<file path="config.mk">
export PLATFORM = sky130hd
export DESIGN_NAME = matrix_result_reader_flat
export DESIGN_NICKNAME = d
export VERILOG_FILES = /design/src/rtl/matrix_result_reader_if.sv /design/src/rtl/matrix_result_reader.sv /design/src/flat_wrapper.sv
export SDC_FILE = /design/constraint.sdc
export NUM_CORES = 1
export LEC_CHECK = 0
export ABC_CLOCK_PERIOD_IN_PS = 3800
export CORE_UTILIZATION = 31
export DETAILED_ROUTE_END_ITERATION = 12
export GPL_TIMING_DRIVEN = 0
export PLACE_DENSITY_LB_ADDON = 0.1
export SLEW_MARGIN = 20
export SYNTH_ARGS = -nofsm -noshare
export SYNTH_HDL_FRONTEND = slang
export SYNTH_SLANG_ARGS = --single-unit
</file>
<file path="constraint.sdc">
create_clock -name clk -period 3.8 [get_ports clk]
set_input_delay 1.14 -clock clk [delete_from_list [all_inputs] [get_ports clk]]
set_output_delay 1.14 -clock clk [all_outputs]
set_load 0.03 [all_outputs]
</file>
<file path="src/rtl/matrix_result_reader_if.sv">
// Output byte stream from the matrix result reader to the host.
// One byte moves on each rising edge where out_valid && out_ready.
interface matrix_result_reader_if #(
  parameter int ELEM_W = 8
) ();
  logic [ELEM_W-1:0] out_data;
  logic              out_valid;
  logic              out_ready;
  logic              out_last;

  modport master (
    output out_data,
    output out_valid,
    output out_last,
    input  out_ready
  );

  modport slave (
    input  out_data,
    input  out_valid,
    input  out_last,
    output out_ready
  );
endinterface

</file>
<file path="src/rtl/matrix_result_reader.sv">
// Readout engine for the matrix coprocessor ALU result.
// On start it snapshots the result matrix, overflow flag and active
// dimension, then streams the n x n sub-matrix row-major (row stride
// DIM_MAX), one byte per handshake, followed by a single status byte.
//
// state  | meaning
// -------+--------------------------------------------------------
// IDLE   | waiting for start; outputs quiet
// SEND   | presenting shadow element (r,c); advance on handshake
// STATUS | presenting {0, overflow} with out_last; advance on handshake
// DONE   | one-cycle done pulse, then back to IDLE
module matrix_result_reader #(
  parameter int ELEM_W  = 8,
  parameter int DIM_MAX = 5
) (
  input  logic                              clk,
  input  logic                              rst_n,
  input  logic                              start_i,
  input  logic [DIM_MAX*DIM_MAX*ELEM_W-1:0] C_flat_i,
  input  logic                              overflow_flag_i,
  input  logic [2:0]                        n_i,
  matrix_result_reader_if.master            out_if,
  output logic                              busy_o,
  output logic                              done_o
);

  localparam int NW = DIM_MAX * DIM_MAX * ELEM_W;

  typedef enum logic [1:0] {IDLE, SEND, STATUS, DONE} state_t;

  state_t            state_q, state_d;
  logic [2:0]        r_q, r_d;
  logic [2:0]        c_q, c_d;
  logic [2:0]        n_q, n_d;
  logic [NW-1:0]     shadow_q, shadow_d;
  logic              ovf_q, ovf_d;
  logic [ELEM_W-1:0] data_q, data_d;
  logic              valid_q, valid_d;
  logic              last_q, last_d;
  logic              busy_q, busy_d;
  logic              done_q, done_d;
  logic [2:0]        n_clamp;
  logic              hs;

  // Element (r,c) of a captured matrix; stride is fixed at DIM_MAX.
  function automatic logic [ELEM_W-1:0] elem(input logic [NW-1:0] m,
                                             input logic [2:0] r,
                                             input logic [2:0] c);
    int idx;
    idx = int'(r) * DIM_MAX + int'(c);
    return m[idx*ELEM_W +: ELEM_W];
  endfunction

  // Out-of-range dimensions (0 and above DIM_MAX) fall back to full size.
  always_comb begin
    n_clamp = n_i;
    if (n_i == 3'd0 || int'(n_i) > DIM_MAX) n_clamp = 3'(DIM_MAX);
  end

  assign hs = valid_q && out_if.out_ready;

  // Next-state and registered-output computation.
  always_comb begin
    state_d  = state_q;
    r_d      = r_q;
    c_d      = c_q;
    n_d      = n_q;
    shadow_d = shadow_q;
    ovf_d    = ovf_q;
    data_d   = data_q;
    valid_d  = valid_q;
    last_d   = last_q;
    busy_d   = busy_q;
    done_d   = 1'b0;

    case (state_q)
      IDLE: begin
        valid_d = 1'b0;
        last_d  = 1'b0;
        busy_d  = 1'b0;
        if (start_i) begin
          shadow_d = C_flat_i;
          ovf_d    = overflow_flag_i;
          n_d      = n_clamp;
          r_d      = 3'd0;
          c_d      = 3'd0;
          data_d   = C_flat_i[ELEM_W-1:0];
          valid_d  = 1'b1;
          busy_d   = 1'b1;
          state_d  = SEND;
        end
      end

      SEND: begin
        if (hs) begin
          if (c_q == n_q - 3'd1) begin
            c_d = 3'd0;
            if (r_q == n_q - 3'd1) begin
              data_d  = {{(ELEM_W-1){1'b0}}, ovf_q};
              last_d  = 1'b1;
              state_d = STATUS;
            end else begin
              r_d    = r_q + 3'd1;
              data_d = elem(shadow_q, r_q + 3'd1, 3'd0);
            end
          end else begin
            c_d    = c_q + 3'd1;
            data_d = elem(shadow_q, r_q, c_q + 3'd1);
          end
        end
      end

      STATUS: begin
        if (hs) begin
          data_d  = '0;
          valid_d = 1'b0;
          last_d  = 1'b0;
          done_d  = 1'b1;
          state_d = DONE;
        end
      end

      DONE: begin
        r_d     = 3'd0;
        c_d     = 3'd0;
        busy_d  = 1'b0;
        state_d = IDLE;
      end

      default: begin
        valid_d = 1'b0;
        last_d  = 1'b0;
        busy_d  = 1'b0;
        state_d = IDLE;
      end
    endcase
  end

  // State and output registers with synchronous active-low reset.
  always_ff @(posedge clk) begin
    if (!rst_n) begin
      state_q  <= IDLE;
      r_q      <= 3'd0;
      c_q      <= 3'd0;
      n_q      <= 3'd0;
      shadow_q <= '0;
      ovf_q    <= 1'b0;
      data_q   <= '0;
      valid_q  <= 1'b0;
      last_q   <= 1'b0;
      busy_q   <= 1'b0;
      done_q   <= 1'b0;
    end else begin
      state_q  <= state_d;
      r_q      <= r_d;
      c_q      <= c_d;
      n_q      <= n_d;
      shadow_q <= shadow_d;
      ovf_q    <= ovf_d;
      data_q   <= data_d;
      valid_q  <= valid_d;
      last_q   <= last_d;
      busy_q   <= busy_d;
      done_q   <= done_d;
    end
  end

  assign out_if.out_data  = data_q;
  assign out_if.out_valid = valid_q;
  assign out_if.out_last  = last_q;
  assign busy_o           = busy_q;
  assign done_o           = done_q;

endmodule

</file>
<file path="src/flat_wrapper.sv">
// flat-port wrapper written by rule: the top's interface ports become plain ports
module matrix_result_reader_flat 
#(
  parameter int ELEM_W  = 8,
  parameter int DIM_MAX = 5
)
  (clk, rst_n, start_i, C_flat_i, overflow_flag_i, n_i, busy_o, done_o, out_if_out_data, out_if_out_valid, out_if_out_last, out_if_out_ready);
  matrix_result_reader_if #(.ELEM_W(ELEM_W)) out_if_i ();
  input  logic clk;
  input  logic rst_n;
  input  logic start_i;
  input  logic [DIM_MAX*DIM_MAX*ELEM_W-1:0] C_flat_i;
  input  logic overflow_flag_i;
  input  logic [2:0] n_i;
  output logic busy_o;
  output logic done_o;
  output wire logic [$bits(out_if_i.out_data)-1:0] out_if_out_data;
  output wire logic [$bits(out_if_i.out_valid)-1:0] out_if_out_valid;
  output wire logic [$bits(out_if_i.out_last)-1:0] out_if_out_last;
  input wire logic [$bits(out_if_i.out_ready)-1:0] out_if_out_ready;
  assign out_if_out_data = out_if_i.out_data;
  assign out_if_out_valid = out_if_i.out_valid;
  assign out_if_out_last = out_if_i.out_last;
  assign out_if_i.out_ready = out_if_out_ready;
  matrix_result_reader #(.ELEM_W(ELEM_W), .DIM_MAX(DIM_MAX)) u_core (.clk(clk), .rst_n(rst_n), .start_i(start_i), .C_flat_i(C_flat_i), .overflow_flag_i(overflow_flag_i), .n_i(n_i), .out_if(out_if_i), .busy_o(busy_o), .done_o(done_o));
endmodule
</file>
==> results.json <==
{
  "status": "finished, final reports clean",
  "clkTransAtPathRegs_ps": 60,
  "async_flop_share_pct": 0,
  "fp-row-count": 66,
  "wl_mm": 39.2,
  "dieArea_um2": 34500,
  "drc_errors": 0,
  "wire_per_inst_um": 19.7,
  "antenna_found_initial": 0,
  "ys_seq_area_share_pct": 42.8,
  "fmax_mhz": 284,
  "setup_viol": 0,
  "layout_min_cycle_time_ps": 3520,
  "r2r-start": "u_core.c_q[0]",
  "cts_tree": "yes",
  "clk_latency_ps": 550,
  "ys_types": 56,
  "clockBufferDepth": 3,
  "syn_area_um2": 10500,
  "die_h_um": 186,
  "grt_pass1_wl_mm": 58.5,
  "reg2regPathDepth": 7,
  "vias_per_cell": 5.05,
  "post_dp_cell_area_um2": 13200,
  "r2r-end": "u_core.out_if.out_data[2]",
  "antenna_left": 0,
  "track_usage_pct": 22.8,
  "cts-root-buf": "clkbuf_16",
  "cts.sinks": 224,
  "boundaryPins": 220,
  "reg2reg_slack_ps": 280,
  "leakagePower_nw": 4.98,
  "fillers": 3423,
  "relSlewSlack_pct": 27.4,
  "whs_endpoint": "u_core.shadow_q[117]",
  "hp-start": "u_core.shadow_q[117]",
  "yosysWarnings": 0,
  "drive_gt1_share_pct": 7.24,
  "rsz0062_at_grt": "no",
  "die_w_um": 186,
  "irDropWorstVdd_uv": 381,
  "grt_max_degree": 20,
  "synth_edf_count": 0,
  "final_core_utilization_pct": 42.9,
  "maxSlewViolCount": 0,
  "tightest_slew_ps": 1080,
  "core_um2": 32900,
  "syn-instance-count": 1280,
  "synth_area_per_cell_um2": 8.19,
  "multiInputGateArea_um2": 5550,
  "io_buffers": 219,
  "worstPathArrival_ps": 3960,
  "cts_buffers": 27,
  "syn_to_final_growth_pct": 34.4,
  "power_density_nw_per_um2": 621,
  "max_cap_violations": 0,
  "final_cell_count_no_fill": 1989,
  "synth_ff_type": "dfxtp_1",
  "whs_path_depth": 2,
  "critPathMaxFanout": 8,
  "skew_ps": 11.8,
  "period_share_pct": 92.7,
  "finalWeightedCongestion": 0.904,
  "nets": 1749,
  "seq_area_um2": 4480,
  "antenna_cells": 0,
  "critPathCaptureType": "flop",
  "grt_pass1_vias": 9733,
  "overflow": 0,
  "synth_nets": 1502,
  "start_util_pct": 31.9,
  "dr_total_vias": 10046,
  "hold_class": "reg2reg",
  "dpl.hpwl_mm": 30.5,
  "hold_violations": 0,
  "crit_required_ps": 4230,
  "drt_iter0_drc": 781,
  "ys_ff_latch": 224,
  "cp-start-kind": "flop",
  "place_inst": 1941,
  "criticalPathCategory": "reg2reg",
  "drtPass1Iterations": 5,
  "fin_area_um2": 14100,
  "htree_levels": 1
}
worst max path at each step:
| stage | from | to | cells past startpoint |
|---|---|---|---|
| finish | u_core.c_q[0] | u_core.out_if.out_data[2] | 7 |
| global route | u_core.c_q[0] | u_core.out_if.out_data[5] | 10 |
| CTS | u_core.c_q[0] | u_core.out_if.out_data[5] | 9 |
| detailed placement | u_core.c_q[0] | u_core.out_if.out_data[1] | 10 |
| global placement | u_core.c_q[0] | u_core.out_if.out_data[1] | 10 |
| floorplan | u_core.c_q[0] | u_core.out_if.out_data[0] | 10 |
placed cells by master (no fill, tap or decap), types with 14 or more instances in the layout:
cell / Yosys / final
nor2_1: 14 / 14
inv_1: 17 / 17
nor3_1: 18 / 18
dfxtp_1: 224 / 224
o21ai_0: 31 / 31
mux4_2: 47 / 47
nand2_1: 448 / 448
clkdlybuf4s50_1: 0 / 219
mux2i_1: 26 / 26
clkbuf_16: 0 / 27
a21oi_1: 233 / 233
clkbuf_1: 79 / 88
synthesized netlist by cell type, drive strengths merged (3+ instances only):
cell | instances | area, um^2
nand2 | 448 | 1680
a21oi | 233 | 1170
dfxtp | 224 | 4480
clkbuf | 79 | 297
mux4 | 47 | 1060
o21ai | 32 | 160
mux2i | 26 | 260
buf | 21 | 88.8
nor3 | 19 | 100
inv | 17 | 63.8
nor2 | 14 | 52.6
ha | 13 | 163
xnor2 | 10 | 87.6
o211ai | 9 | 67.6
nand3b | 8 | 60.1
o221a | 7 | 78.8
o32ai | 6 | 52.6
nor2b | 5 | 31.3
o2111ai | 5 | 43.8
xor2 | 5 | 51.3
nor4 | 4 | 31.3
a211oi | 3 | 22.5
and2 | 3 | 18.8
mux2 | 3 | 33.8
nand4 | 3 | 18.8
o21a | 3 | 22.5
routing by layer:
layer  track usage (%)  share of wire, %  wire [um]  up-vias
li1                  -                 -          -     4908
met1              32.1                47      18300     4812
met2              37.2                46      18200      284
met3              3.01               5.4       2120       42
met4              4.52               1.5        592        0
met5                 0                 0          0        -
through the flow:
step / TNS [ps] / power [mW] / setup WS, ps / hold slack [ps]
floorplan: 0 / 5.03 / 1010 / 432
detailed placement: -45.2 / 6.29 / -45.2 / 445
global route: 0 / 9.25 / 82.4 / 470
finish: 0 / 8.75 / 277 / 452
CTS: 0 / 8.80 / 281 / 453
global placement: -42.3 / 6.26 / -41.3 / 439
sequential cells by signal, indices dropped and copies added, names as in the netlist:
register,flops
u_core.state_q,2
u_core.r_q,3
u_core.n_q,3
u_core.shadow_q,200
u_core.out_if.out_data,8
u_core.out_if.out_last,1
u_core.done_o,1
u_core.ovf_q,1
u_core.out_if.out_valid,1
u_core.busy_o,1
u_core.c_q,3
cells by family after synthesis:
kind of cell    share of synthesized area (%)
simple gates                             19.6
compound gates                           17.1
mux                                      12.9
buf+inv                                  4.32
fa+ha+maj                                1.74
flops                                    42.8
xor+xnor                                 1.55
where the power goes:
group | switching [mW] | leakage (nW) | internal, mW | total, mW
combinational | 1.86 | 2.72 | 1.23 | 3.09
clock | 1.03 | 0.425 | 1.49 | 2.52
sequential | 0.343 | 1.84 | 2.79 | 3.14
layout make-up:
type | instances | area share, %
inverters | 18 | 0.480
plain buffers | 99 | 2.71
clock buffers | 42 | 5.62
multi-input cells | 938 | 39.4
clock inverters | 7 | 0.453
repair buffers | 219 | 15.6
flip-flops and latches | 224 | 31.8
well taps | 442 | 3.93
critical path, cell delays in order (launching register included):
cell     delay, ps
dfxtp_1        360
ha_1           360
fa_1           520
xnor2_1        890
nand2_1        150
nor4_2         590
a21oi_1        200
o32ai_1        340
what timing repair did:
item / CTS / global route
hold buffers: 0 / 0
setup buffers: 0 / 0
setup endpoints to repair: 3 / 0
gates resized for setup: 0 / 0
Note: power is estimated with default switching activity, not from simulation.
